`src/rtl/riscv_custom_instr_wrapper_pkg.sv`:
```
// Shared types for the custom-instruction wrapper: RVG major opcodes,
// controller state enum and the step-table record.
package RISCVCustomInstrWrapperTypes;

    localparam logic [4:0] RVG_LOAD      = 5'd0;
    localparam logic [4:0] RVG_LOAD_FP   = 5'd1;
    localparam logic [4:0] RVG_custom_0  = 5'd2;
    localparam logic [4:0] RVG_MISC_MEM  = 5'd3;
    localparam logic [4:0] RVG_OP_IMM    = 5'd4;
    localparam logic [4:0] RVG_AUIPC     = 5'd5;
    localparam logic [4:0] RVG_OP_IMM_32 = 5'd6;
    localparam logic [4:0] RVG_STORE     = 5'd8;
    localparam logic [4:0] RVG_STORE_FP  = 5'd9;
    localparam logic [4:0] RVG_custom_1  = 5'd10;
    localparam logic [4:0] RVG_AMO       = 5'd11;
    localparam logic [4:0] RVG_OP        = 5'd12;
    localparam logic [4:0] RVG_LUI       = 5'd13;
    localparam logic [4:0] RVG_OP_32     = 5'd14;
    localparam logic [4:0] RVG_BRANCH    = 5'd24;
    localparam logic [4:0] RVG_JALR      = 5'd25;
    localparam logic [4:0] RVG_JAL       = 5'd27;
    localparam logic [4:0] RVG_SYSTEM    = 5'd28;

    localparam logic [2:0] MINOR_SET  = 3'd0;
    localparam logic [2:0] MINOR_ADD  = 3'd1;
    localparam logic [2:0] MINOR_READ = 3'd2;

    localparam logic [2:0] LAST_STEP     = 3'd6;
    localparam logic [2:0] STARTUP_EDGES = 3'd4;

    typedef enum logic [1:0] {
        IDLE    = 2'd0,
        ISSUE   = 2'd1,
        CAPTURE = 2'd2,
        DONE    = 2'd3
    } state_t;

    typedef struct packed {
        logic        hid;
        logic [2:0]  minor;
        logic [31:0] op1;
        logic [31:0] op2;
        logic [31:0] expected;
    } step_t;

endpackage

```
`src/rtl/riscv_custom_instr_wrapper_if.sv`:
```
// Custom-instruction issue bus: payload out to the accelerator,
// one-cycle-latency result back.
interface riscv_custom_instr_wrapper_if;

    logic        CustomInstr_valid_out;
    logic        CustomInstr_hid_out;
    logic [4:0]  CustomInstr_major_opcode_out;
    logic [2:0]  CustomInstr_minor_opcode_out;
    logic [31:0] CustomInstr_op1_out;
    logic [31:0] CustomInstr_op2_out;
    logic [31:0] CustomInstr_imm_out;
    logic [6:0]  CustomInstr_funct7_out;
    logic [31:0] CustomInstr_result_in;

    modport master (
        output CustomInstr_valid_out,
        output CustomInstr_hid_out,
        output CustomInstr_major_opcode_out,
        output CustomInstr_minor_opcode_out,
        output CustomInstr_op1_out,
        output CustomInstr_op2_out,
        output CustomInstr_imm_out,
        output CustomInstr_funct7_out,
        input  CustomInstr_result_in
    );

    modport slave (
        input  CustomInstr_valid_out,
        input  CustomInstr_hid_out,
        input  CustomInstr_major_opcode_out,
        input  CustomInstr_minor_opcode_out,
        input  CustomInstr_op1_out,
        input  CustomInstr_op2_out,
        input  CustomInstr_imm_out,
        input  CustomInstr_funct7_out,
        output CustomInstr_result_in
    );

endinterface

```
`src/rtl/riscv_custom_instr_wrapper_step_rom.sv`:
```
// Self-test instruction sequence: two harts are loaded, accumulated
// and read back; expected is only meaningful on read steps.
module custom_instr_step_rom
    import RISCVCustomInstrWrapperTypes::*;
(
    input  logic [2:0] idx,
    output step_t      step
);

    always_comb begin
        step = '0;
        unique case (idx)
            3'd0: step = '{1'b0, MINOR_SET,  32'h0000_0010,
                           32'h0000_0000, 32'h0000_0000};
            3'd1: step = '{1'b1, MINOR_SET,  32'h1000_0000,
                           32'h0000_0000, 32'h0000_0000};
            3'd2: step = '{1'b0, MINOR_ADD,  32'h0000_0000,
                           32'h0000_0005, 32'h0000_0000};
            3'd3: step = '{1'b1, MINOR_ADD,  32'h0000_0000,
                           32'hFFFF_FFFF, 32'h0000_0000};
            3'd4: step = '{1'b0, MINOR_ADD,  32'h0000_0000,
                           32'h0000_0007, 32'h0000_0000};
            3'd5: step = '{1'b0, MINOR_READ, 32'h0000_0000,
                           32'h0000_0000, 32'h0000_001C};
            3'd6: step = '{1'b1, MINOR_READ, 32'h0000_0000,
                           32'h0000_0000, 32'h0FFF_FFFF};
            default: step = '0;
        endcase
    end

endmodule

```
`src/rtl/riscv_custom_instr_wrapper.sv`:
```
// Start-queue driven self-test sequencer for a custom RISC-V instruction
// unit; each run issues the step table and leaves one completion token.
module riscv_custom_instr_wrapper
    import RISCVCustomInstrWrapperTypes::*;
(
    input  logic       clk,
    input  logic       rst,
    output logic       rst_and_startup_done_out,
    output logic       stall_rate_supported_out,
    input  logic       stall_rate_valid_in,
    input  logic [2:0] stall_rate_in,
    input  logic       StartRISCV_valid_in,
    output logic       StartRISCV_rdy_out,
    input  logic       StartRISCV_rden_in,
    output logic       StartRISCV_empty_out,
    riscv_custom_instr_wrapper_if.master ci
);

    state_t     state, state_nx;
    logic [2:0] step, step_nx;
    logic [2:0] boot_cnt;
    logic       startup_done;
    logic       start_q;
    logic       slot_full;
    logic       test_error;
    logic       push_start, pop_start;
    logic       push_tok, pop_tok;
    logic       issue, capture, mismatch;
    step_t      rom;

    wire unused_stall = ^{stall_rate_valid_in, stall_rate_in};

    custom_instr_step_rom u_rom (
        .idx  (step),
        .step (rom)
    );

    assign startup_done = (boot_cnt == STARTUP_EDGES);

    assign stall_rate_supported_out = 1'b0;
    assign rst_and_startup_done_out = startup_done;
    assign StartRISCV_rdy_out       = startup_done & ~start_q;
    assign StartRISCV_empty_out     = ~slot_full;

    assign push_start = StartRISCV_valid_in & StartRISCV_rdy_out;
    assign pop_tok    = StartRISCV_rden_in & slot_full;
    assign mismatch   = capture &
                        (ci.CustomInstr_result_in != rom.expected);

    always_ff @(posedge clk or posedge rst) begin
        if (rst) begin
            boot_cnt <= '0;
        end else if (!startup_done) begin
            boot_cnt <= boot_cnt + 3'd1;
        end
    end

    always_ff @(posedge clk or posedge rst) begin
        if (rst) begin
            state      <= IDLE;
            step       <= '0;
            start_q    <= 1'b0;
            slot_full  <= 1'b0;
            test_error <= 1'b0;
        end else begin
            state      <= state_nx;
            step       <= step_nx;
            test_error <= test_error | mismatch;
            if (push_start) begin
                start_q <= 1'b1;
            end else if (pop_start) begin
                start_q <= 1'b0;
            end
            // a simultaneous push and pop leaves the slot occupied
            if (push_tok) begin
                slot_full <= 1'b1;
            end else if (pop_tok) begin
                slot_full <= 1'b0;
            end
        end
    end

    always_comb begin
        state_nx  = state;
        step_nx   = step;
        pop_start = 1'b0;
        push_tok  = 1'b0;
        issue     = 1'b0;
        capture   = 1'b0;
        unique case (state)
            IDLE: begin
                if (start_q) begin
                    pop_start = 1'b1;
                    step_nx   = '0;
                    state_nx  = ISSUE;
                end
            end
            ISSUE: begin
                issue = 1'b1;
                if (rom.minor == MINOR_READ) begin
                    state_nx = CAPTURE;
                end else if (step == LAST_STEP) begin
                    state_nx = DONE;
                end else begin
                    step_nx = step + 3'd1;
                end
            end
            CAPTURE: begin
                capture = 1'b1;
                if (step == LAST_STEP) begin
                    state_nx = DONE;
                end else begin
                    step_nx  = step + 3'd1;
                    state_nx = ISSUE;
                end
            end
            DONE: begin
                if (!slot_full || pop_tok) begin
                    push_tok = 1'b1;
                    state_nx = IDLE;
                end
            end
            default: state_nx = IDLE;
        endcase
    end

    // payload is zeroed whenever no instruction is being issued
    always_comb begin
        ci.CustomInstr_valid_out        = issue;
        ci.CustomInstr_hid_out          = 1'b0;
        ci.CustomInstr_major_opcode_out = '0;
        ci.CustomInstr_minor_opcode_out = '0;
        ci.CustomInstr_op1_out          = '0;
        ci.CustomInstr_op2_out          = '0;
        ci.CustomInstr_imm_out          = '0;
        ci.CustomInstr_funct7_out       = '0;
        if (issue) begin
            ci.CustomInstr_hid_out          = rom.hid;
            ci.CustomInstr_major_opcode_out = RVG_custom_0;
            ci.CustomInstr_minor_opcode_out = rom.minor;
            ci.CustomInstr_op1_out          = rom.op1;
            ci.CustomInstr_op2_out          = rom.op2;
        end
    end

endmodule

```
`src/flat_wrapper.sv`:
```
// flat-port wrapper written by rule: the top's interface ports become plain ports
module riscv_custom_instr_wrapper_flat import RISCVCustomInstrWrapperTypes::*;
  (clk, rst, rst_and_startup_done_out, stall_rate_supported_out, stall_rate_valid_in, stall_rate_in, StartRISCV_valid_in, StartRISCV_rdy_out, StartRISCV_rden_in, StartRISCV_empty_out, ci_CustomInstr_valid_out, ci_CustomInstr_hid_out, ci_CustomInstr_major_opcode_out, ci_CustomInstr_minor_opcode_out, ci_CustomInstr_op1_out, ci_CustomInstr_op2_out, ci_CustomInstr_imm_out, ci_CustomInstr_funct7_out, ci_CustomInstr_result_in);
  riscv_custom_instr_wrapper_if ci_i ();
  input  logic clk;
  input  logic rst;
  output logic rst_and_startup_done_out;
  output logic stall_rate_supported_out;
  input  logic stall_rate_valid_in;
  input  logic [2:0] stall_rate_in;
  input  logic StartRISCV_valid_in;
  output logic StartRISCV_rdy_out;
  input  logic StartRISCV_rden_in;
  output logic StartRISCV_empty_out;
  output wire logic [$bits(ci_i.CustomInstr_valid_out)-1:0] ci_CustomInstr_valid_out;
  output wire logic [$bits(ci_i.CustomInstr_hid_out)-1:0] ci_CustomInstr_hid_out;
  output wire logic [$bits(ci_i.CustomInstr_major_opcode_out)-1:0] ci_CustomInstr_major_opcode_out;
  output wire logic [$bits(ci_i.CustomInstr_minor_opcode_out)-1:0] ci_CustomInstr_minor_opcode_out;
  output wire logic [$bits(ci_i.CustomInstr_op1_out)-1:0] ci_CustomInstr_op1_out;
  output wire logic [$bits(ci_i.CustomInstr_op2_out)-1:0] ci_CustomInstr_op2_out;
  output wire logic [$bits(ci_i.CustomInstr_imm_out)-1:0] ci_CustomInstr_imm_out;
  output wire logic [$bits(ci_i.CustomInstr_funct7_out)-1:0] ci_CustomInstr_funct7_out;
  input wire logic [$bits(ci_i.CustomInstr_result_in)-1:0] ci_CustomInstr_result_in;
  assign ci_CustomInstr_valid_out = ci_i.CustomInstr_valid_out;
  assign ci_CustomInstr_hid_out = ci_i.CustomInstr_hid_out;
  assign ci_CustomInstr_major_opcode_out = ci_i.CustomInstr_major_opcode_out;
  assign ci_CustomInstr_minor_opcode_out = ci_i.CustomInstr_minor_opcode_out;
  assign ci_CustomInstr_op1_out = ci_i.CustomInstr_op1_out;
  assign ci_CustomInstr_op2_out = ci_i.CustomInstr_op2_out;
  assign ci_CustomInstr_imm_out = ci_i.CustomInstr_imm_out;
  assign ci_CustomInstr_funct7_out = ci_i.CustomInstr_funct7_out;
  assign ci_i.CustomInstr_result_in = ci_CustomInstr_result_in;
  riscv_custom_instr_wrapper u_core (.clk(clk), .rst(rst), .rst_and_startup_done_out(rst_and_startup_done_out), .stall_rate_supported_out(stall_rate_supported_out), .stall_rate_valid_in(stall_rate_valid_in), .stall_rate_in(stall_rate_in), .StartRISCV_valid_in(StartRISCV_valid_in), .StartRISCV_rdy_out(StartRISCV_rdy_out), .StartRISCV_rden_in(StartRISCV_rden_in), .StartRISCV_empty_out(StartRISCV_empty_out), .ci(ci_i));
endmodule
```
`config.mk`:
```
export PLATFORM = sky130hd
export DESIGN_NAME = riscv_custom_instr_wrapper_flat
export DESIGN_NICKNAME = d
export VERILOG_FILES = /design/src/rtl/riscv_custom_instr_wrapper_pkg.sv /design/src/rtl/riscv_custom_instr_wrapper_if.sv /design/src/rtl/riscv_custom_instr_wrapper_step_rom.sv /design/src/rtl/riscv_custom_instr_wrapper.sv /design/src/flat_wrapper.sv
export SDC_FILE = /design/constraint.sdc
export NUM_CORES = 1
export LEC_CHECK = 0
export ABC_AREA = 1
export BUFFER_PORTS_ARGS = -buffer_cell sky130_fd_sc_hd__buf_2
export CAP_MARGIN = 20
export CORE_MARGIN = 2
export CORE_UTILIZATION = 43
export DETAILED_ROUTE_END_ITERATION = 7
export GPL_TIMING_DRIVEN = 1
export PLACE_DENSITY = 0.79
export SLEW_MARGIN = 40
export SYNTH_ARGS = -nofsm -noshare
export SYNTH_HDL_FRONTEND = slang
export SYNTH_HIERARCHICAL = 1
export SYNTH_SLANG_ARGS = --single-unit
```
`constraint.sdc`:
```
create_clock -name clk -period 2.5 [get_ports clk]
set_clock_uncertainty 0.15 [all_clocks]
set_input_delay 0 -clock clk [delete_from_list [all_inputs] [get_ports clk]]
set_output_delay 0 -clock clk [all_outputs]
set_load 0.05 [all_outputs]
```
==> results of run 1 <==
-- cell type report --
class                   instances  area share
multi-input cells             213       0.490
inverters                      86       0.166
repair buffers                 51       0.143
flip-flops and latches         10       0.129
well taps                      67      0.0432
clock buffers                   4      0.0284
-- sequential cells by signal, summed over array words and instances (netlist names) --
name,flops
u_core/boot_cnt,3
u_core/slot_full,1
u_core/start_q,1
u_core/state,2
u_core/step,3
-- path summary, 6_finish.rpt --
| check | start | end | slack, ns | cells past startpoint |
|---|---|---|---|---|
| worst min register to register | u_core/boot_cnt[2] | u_core/boot_cnt[2] | 0.36 | 2 |
| worst max-delay path | u_core/state[1] | ci_CustomInstr_op1_out[28] | 0.61 | 6 |
| min in group clk | u_core/boot_cnt[2] | u_core/boot_cnt[2] | 0.36 | 2 |
| worst min-delay path | rst | u_core/boot_cnt[1] | 0.15 | 3 |
| max in group asynchronous | rst | u_core/state[0] | 1.77 | 3 |
| worst max register to register | u_core/state[1] | u_core/step[2] | 0.72 | 7 |
-- per-stage QoR --
| step | total power [mW] | worst slack [ns] | cells |
|---|---|---|---|
| 2_1_floorplan | 2.52 | 0.264 | 425 |
| 3_3_place_gp | 2.41 | 0.749 | 424 |
| 3_5_place_dp | 2.44 | 0.726 | 424 |
| 4_1_cts | 2.65 | 0.572 | 431 |
| 5_1_grt | 2.87 | 0.421 | 431 |
| 6_report | 2.65 | 0.611 | 431 |
-- power by group through the flow --
stage | registers, mW | clock network, mW | logic, mW
floorplan | 0.276 | 0 | 2.24
global placement | 0.313 | 0 | 2.10
detailed placement | 0.315 | 0 | 2.12
CTS | 0.311 | 0.211 | 2.13
global route | 0.324 | 0.217 | 2.33
finish | 0.310 | 0.204 | 2.13
-- worst max-delay path: cells and delay by family, from the launching register on --
| kind | cells | cell delay [ns] |
|---|---|---|
| and+or+nand+nor | 1 | 0.10 |
| DFF | 1 | 0.41 |
| buffers and inverters | 4 | 0.79 |
| adders and majority gates | 1 | 0.20 |
-- cell usage in the layout, fill, tap and decap left out --
master and instances:
dlygate4sd3_1 3, nor3_2 1, nand2_1 93, xor2_1 1
nor2_1 9, a21oi_1 1, nand4_2 1, xnor2_1 1
nand3_2 1, nand2_2 1, nor2_2 3, inv_1 85
ha_2 1, nand3_1 9, inv_2 1, dfrtp_1 10
clkbuf_8 4, conb_1 75, ha_1 8, o21ai_0 4
buf_2 45, nor3b_1 1, buf_4 3, nor3_1 2
o21ai_2 1
-- per-layer routing --
layer | vias to the layer above | track usage
li1 | 826 | -
met1 | 604 | 0.100
met2 | 70 | 0.176
met3 | 6 | 0.00949
met4 | 0 | 0.0485
met5 | - | 0
==> flow_summary.toml, run 1 <==
[worst_setup_path]
criticalPathCategory = "register to output pin"
path_cells = "inv_1 > ha_2 > buf_4 > nand2_1 > inv_1 > buf_2"
max_stage_delay_ns = 0.41
slowest_stage = "dfrtp_1"
required_ns = 2.35
path_max_fanout = 41
crit_path_frequent_cell = "inv_1"
end_kind = "output pin"
start_kind = "register"
crit_arrival_ns = 1.74

[worst_hold_path]
hold_path.class = "input pin to asynchronous set/reset pin"

[sta]
maxSlewViolCount = 0
max_freq_mhz = 529
setup_viol = 0
hold_violations = 0
whs_ns = 0.147
setup-tns-final_ns = 0
finalCriticalPeriod_ns = 1.89
post-route-period-util = 0.756
rsz0062_at_grt = "no"

[grt]
antenna_found_initial = 0
grtUsageTotal = 0.0925
grt_max_degree = 42
grt.overflow.total = 0
grt_pass1_vias = 1029
grt_pass1_wl_mm = 4.11

[route]
drtAntennaViolNets = 0
wl_met2_mm = 1.41
wl_mm = 2.86
routedWlPerCell_um = 6.63
vias = 1506
drc_errors = 0
vias_per_cell = 3.49
drtIter0Drc = 43
met3_wirelength_um = 207
met1_length_mm = 1.20
top_layer = "met4"
drt_first_pass_iters = 4

[clock_network]
hold_buffers = 3
cts_max_level = 1
cts_tree = "built"
numClockSinks = 10
clockRootBuffer = "clkbuf_8"
clock_path_buffers = 2
cts_buffers = 3
cts_resized = 0
insertion_delay_ns = 0.24
clkTransAtPathRegs_ns = 0.05
cts_setup_buffers = 0

[finish]
drive_gt1_frac = 0.170
n_antenna_cell = 0
multi_input_area_sq_um = 951
final_nets = 414
ff_latch_area_sq_um = 250
syn_to_final_growth_pct = -8.17
stdcell_area_sq_mm = 0.00194
fin_util = 0.411
n_fill_cell = 507

[placed_design]
place_congestion = 0.794
dp_hpwl_mm = 2.29
port_buffers = 45
placed_cell_area_sq_mm = 0.00186

[synth]
syn_avg_cell_area_sq_um = 6.00
synth_cells = 352
ys_warn_count = 6
netlist_area_sq_mm = 0.00211

[floorplanning]
die-height_um = 74.1
io_pins = 157
rows = 25
start_util = 0.447
die_w_um = 74.1
die-area_sq_mm = 0.00549
coreArea_sq_mm = 0.00472

[flow_run]
cap_violations = 0

[pwr]
seqPwrFrac = 0.117
p_clk_frac = 0.077
switchingPower_mw = 1.93
combPwrFrac = 0.806
p_sw_frac = 0.731
internal_power_mw = 0.712
power.leakage_nw = 1.70
powerDensity_mw_per_mm2 = 1360
irDropWorstVdd_mv = 0.635

[outcome]
status = "finished, final reports clean"
No activity file was read; power rests on OpenSTA's default activity.
==> run 2, diff against run 1 <==
CORE_UTILIZATION = 39   (was 43)
PLACE_DENSITY = 0.76   (was 0.79)
clock period = 1.7 ns   (was 2.5 ns; I/O delays follow)
==> flow_summary.toml, run 2 (same netlist as run 1, synthesis figures left out) <==
[clock_network]
numClockSinks = 10
cts_max_level = 1
cts_buffers = 3
cts_tree = "built"
clockRootBuffer = "clkbuf_8"
insertion_delay_ns = 0.23
clock_path_buffers = 2
clkTransAtPathRegs_ns = 0.05

[sta]
post-route-period-util = 0.984
finalCriticalPeriod_ns = 1.67
max_freq_mhz = 598
hold_violations = 0
setup_viol = 0
maxSlewViolCount = 0
rsz0062_at_grt = "yes"

[pwr]
p_sw_frac = 0.678
irDropWorstVdd_mv = 0.920
seqPwrFrac = 0.088
switchingPower_mw = 3.17
power.leakage_nw = 1.54
p_clk_frac = 0.054
internal_power_mw = 1.50
powerDensity_mw_per_mm2 = 1870
finalPower_mw = 4.67
combPwrFrac = 0.859

[finish]
n_antenna_cell = 0
syn_to_final_growth_pct = 18.2
final_nets = 428
instances_no_fill = 448
top_regs = "u_core/boot_cnt (3), u_core/step (3), u_core/state (2)"
layout_common_cells = "75 x conb_1, 74 x nand2_1, 50 x inv_1"
fin_util = 0.483
final_common_cell = "conb_1"
drive_gt1_frac = 0.357

[placed_design]
port_buffers = 45
dp_hpwl_mm = 2.61
placed_cells = 432
place_congestion = 0.702

[worst_hold_path]
hold_path.class = "input pin to asynchronous set/reset pin"

[floorplanning]
start_util = 0.409
die_w_um = 77.6
coreArea_sq_mm = 0.00517
io_pins = 157
die-height_um = 77.6
rows = 26
die-area_sq_mm = 0.00602

[worst_setup_path]
criticalPathCategory = "register to output pin"
reg2reg_slack_ns = 0.10
crit_arrival_ns = 1.52
end_kind = "output pin"
path_max_fanout = 31
required_ns = 1.55
r2r_cells = 10
timing.rr.start = "u_core/step[0]"
start_kind = "register"
reg2reg_to = "u_core/step[2]"

[route]
drt_first_pass_iters = 4
wl_mm = 3.63
vias = 1608
drc_errors = 0
drtAntennaViolNets = 0
drtIter0Drc = 26
routedWlPerCell_um = 8.10
vias_per_cell = 3.59

[grt]
grtUsageTotal = 0.104
grt_pass1_vias = 1246
grt_pass1_wl_mm = 5.34
grt.overflow.total = 0
antenna_found_initial = 0
grt_max_degree = 32

[flow_run]
cap_violations = 0

[outcome]
status = "finished, final reports clean"
run 2: cell count changes in the layout (fill, tap and decap cells not counted), sizes merged:
cell,delta
buf,+10
clkbuf,+4
clkinvlp,+33
inv,-33
run 2: power groups by stage:
stage | combinational [mW] | clock [mW] | sequential, mW
floorplan | 3.54 | 0 | 0.421
global placement | 3.56 | 0 | 0.435
finish | 4.01 | 0.250 | 0.409
global route | 4.29 | 0.269 | 0.421
detailed placement | 3.61 | 0 | 0.443
CTS | 3.83 | 0.260 | 0.412
run 2: worst max path at each step:
stage                         start                            endpoint  cells after the start
floorplan            u_core/step[1]          ci_CustomInstr_op2_out[14]                      5
global placement     u_core/step[2]                     u_core/state[0]                      9
detailed placement   u_core/step[2]                     u_core/state[1]                      9
CTS                 u_core/state[1]          ci_CustomInstr_op2_out[15]                      6
global route         u_core/step[1]  ci_CustomInstr_minor_opcode_out[0]                      8
finish              u_core/state[0]          ci_CustomInstr_op2_out[21]                      6
run 2: worst max-delay path, cell delays in order (launching register included):
cell and delay [ns]:
dfrtp_1 0.37, buf_4 0.16, ha_4 0.19, buf_12 0.17, nand2_1 0.14, clkinvlp_4 0.11
buf_6 0.15
run 2: final cells by class:
type | instances | area (sq um)
fill | 544 | 2670
multi-input combinational | 213 | 1060
timing repair buffer | 65 | 608
inverter | 86 | 447
sequential | 10 | 254
tap | 70 | 87.6
clock buffer | 4 | 45.0
run 2: metrics by stage:
| stage | hold WS, ns | setup TNS [ns] | setup WS [ns] | cell area (sq um) |
|---|---|---|---|---|
| CTS | 0.150 | 0 | 0.00186 | 2370 |
| finish | 0.140 | 0 | 0.0264 | 2500 |
| floorplan | -0.310 | -1.38 | -0.0598 | 2610 |
| global placement | -0.154 | 0 | 0.144 | 2150 |
| global route | 0.174 | -0.0871 | -0.0261 | 2500 |
| detailed placement | -0.146 | 0 | 0.0834 | 2150 |
run 2: routing by layer:
layer	GRT usage	wire [um]	vias up
li1	-	-	862
met1	0.123	1440	689
met2	0.198	2000	55
met3	0.0105	168	2
met4	0.0268	24	0
met5	0	0	-
run 2: what timing repair did:
item / 4_1_cts / 5_1_grt
setup endpoints to repair: 34 / 38
hold buffers: 3 / 0
gates resized for setup: 34 / 36
gates cloned: 1 / 0
endpoints found under the hold margin: 12 / 0
buffers inserted: 5 / 3
pin swaps: 1 / 0
==> run 3, diff against run 2 <==
ABC_AREA = 0   (was 1)
CORE_UTILIZATION = 38   (was 39)
CTS_CLUSTER_DIAMETER = 150   (was default)
PLACE_DENSITY = 0.75   (was 0.76)
==> flow_summary.toml, run 3 <==
[route]
wl_mm = 4.27
drtIter0Drc = 20
vias = 1495
drc_errors = 0
vias_per_cell = 3.91
routedWlPerCell_um = 11.2
drtAntennaViolNets = 0
drt_first_pass_iters = 4

[floorplanning]
start_util = 0.393
rows = 26
die_w_um = 76.5
die-height_um = 76.5
die-area_sq_mm = 0.00585
coreArea_sq_mm = 0.00507
io_pins = 157

[clock_network]
insertion_delay_ns = 0.24
clock_path_buffers = 2
cts_buffers = 3
cts_max_level = 1
numClockSinks = 10
cts_tree = "built"
clockRootBuffer = "clkbuf_8"
clkTransAtPathRegs_ns = 0.05

[outcome]
status = "complete, but fails checks"
violations = "negative setup slack"

[synth]
netlist_area_sq_mm = 0.00200
syn_avg_cell_area_sq_um = 7.56
ys_warn_count = 6
synth_cells = 264

[sta]
setup_viol = 32
maxSlewViolCount = 0
post-route-period-util = 1.17
fin_ws_ns = -0.288
rsz0062_at_grt = "yes"
hold_violations = 0
finalCriticalPeriod_ns = 1.99
max_freq_mhz = 503

[grt]
antenna_found_initial = 0
grt_max_degree = 58
grt.overflow.total = 0
grt_pass1_wl_mm = 6.32
grt_pass1_vias = 1238
grtUsageTotal = 0.132

[worst_setup_path]
path_max_fanout = 5
required_ns = 1.68
crit_arrival_ns = 1.97
crit_family = "simple AND/OR/NAND/NOR gates"
criticalPathCategory = "register to register"
crit_end = "u_core/step[0]"
reg2reg_to = "u_core/step[0]"
r2r_cells = 5
end_kind = "register"
reg2reg_slack_ns = -0.29
timing.rr.start = "u_core/step[0]"
slowest_stage = "or3b_4"
start_kind = "register"
path_cells = "or3b_4 > o21ai_4 > and4bb_2 > o41a_1 > a31o_2"
max_stage_delay_ns = 0.43
crit_start = "u_core/step[0]"
crit_cells = 5
critPathBufInv = 0

[finish]
final_nets = 362
ff_latch_area_sq_um = 253
n_fill_cell = 433
multi_input_area_sq_mm = 0.00130
final_common_cell = "conb_1"
stdcell_area_sq_mm = 0.00282
layout_common_cells = "75 x conb_1, 36 x buf_8, 34 x and2_4"
drive_gt1_frac = 0.462
n_antenna_cell = 0
top_regs = "u_core/boot_cnt (3), u_core/step (3), u_core/state (2)"
syn_to_final_growth_pct = 41.5

[pwr]
combPwrFrac = 0.871
switchingPower_mw = 3.07
internal_power_mw = 2.35
powerDensity_mw_per_mm2 = 1920
irDropWorstVdd_mv = 0.802
p_clk_frac = 0.057
seqPwrFrac = 0.072
p_sw_frac = 0.566
power.leakage_nw = 1.43
finalPower_mw = 5.41

[placed_design]
port_buffers = 45
place_congestion = 0.760
placed_cell_area_sq_mm = 0.00200
dp_hpwl_mm = 2.52

[worst_hold_path]
hold_path.class = "input pin to asynchronous set/reset pin"

[flow_run]
cap_violations = 0
[run 3: worst min path at each step]
stage	from	endpoint	depth (start not counted)
floorplan	rst	u_core/boot_cnt[0]	1
global placement	rst	u_core/slot_full	2
detailed placement	rst	u_core/slot_full	2
CTS	rst	u_core/slot_full	3
global route	rst	u_core/state[0]	3
finish	rst	u_core/slot_full	3
[run 3: layer usage]
metal  wire length, um  part of all wire  vias to the layer above  GRT usage
li1                  -                 -                      744          -
met1              1570              0.37                      685      0.144
met5                 0                 0                        -          0
met3               233             0.055                        3     0.0213
met4                35            0.0082                        0     0.0382
met2              2430              0.57                       63      0.258
[run 3: power groups by stage]
stage	Combinational, mW	Clock (mW)	Sequential, mW
after CTS	4.27	0.319	0.384
after floorplan	3.13	0	0.418
final	4.72	0.311	0.389
after global placement	3.42	0	0.377
after global routing	4.96	0.335	0.399
after detailed placement	3.46	0	0.382
[run 3: final cells by class]
type	instances	area share
Clock buffer	4	0.0195
Inverter	9	0.0128
Multi-Input combinational cell	202	0.462
Sequential cell	10	0.0895
Tap cell	70	0.0310
Timing Repair Buffer	87	0.385
[run 3: timing repair]
item | 4_1_cts | 5_1_grt
gates resized for setup | 163 | 12
setup endpoints to repair | 42 | 45
buffers inserted | 10 | 3
pin swaps | 6 | 4
hold buffers | 3 | 0
endpoints found under the hold margin | 12 | 0
gates cloned | 3 | 4
[run 3: through the flow]
step / TNS, ns / util / hold WS (ns) / setup slack (ns) / std cells
3_3_place_gp: -1.01 / 0.394 / -0.148 / -0.268 / 359
3_5_place_dp: -1.21 / 0.394 / -0.143 / -0.306 / 359
5_1_grt: -4.40 / 0.556 / 0.183 / -0.357 / 382
4_1_cts: -3.26 / 0.536 / 0.136 / -0.277 / 378
2_1_floorplan: -1.49 / - / -0.310 / -0.376 / 337
6_report: -1.65 / 0.556 / 0.124 / -0.288 / 382
[run 3: worst register-to-register path: cells and delay by family, from the launching register on]
family / cells / cell delay, ns
flops: 1 / 0.41
compound gates: 3 / 0.60
simple gates: 2 / 0.72
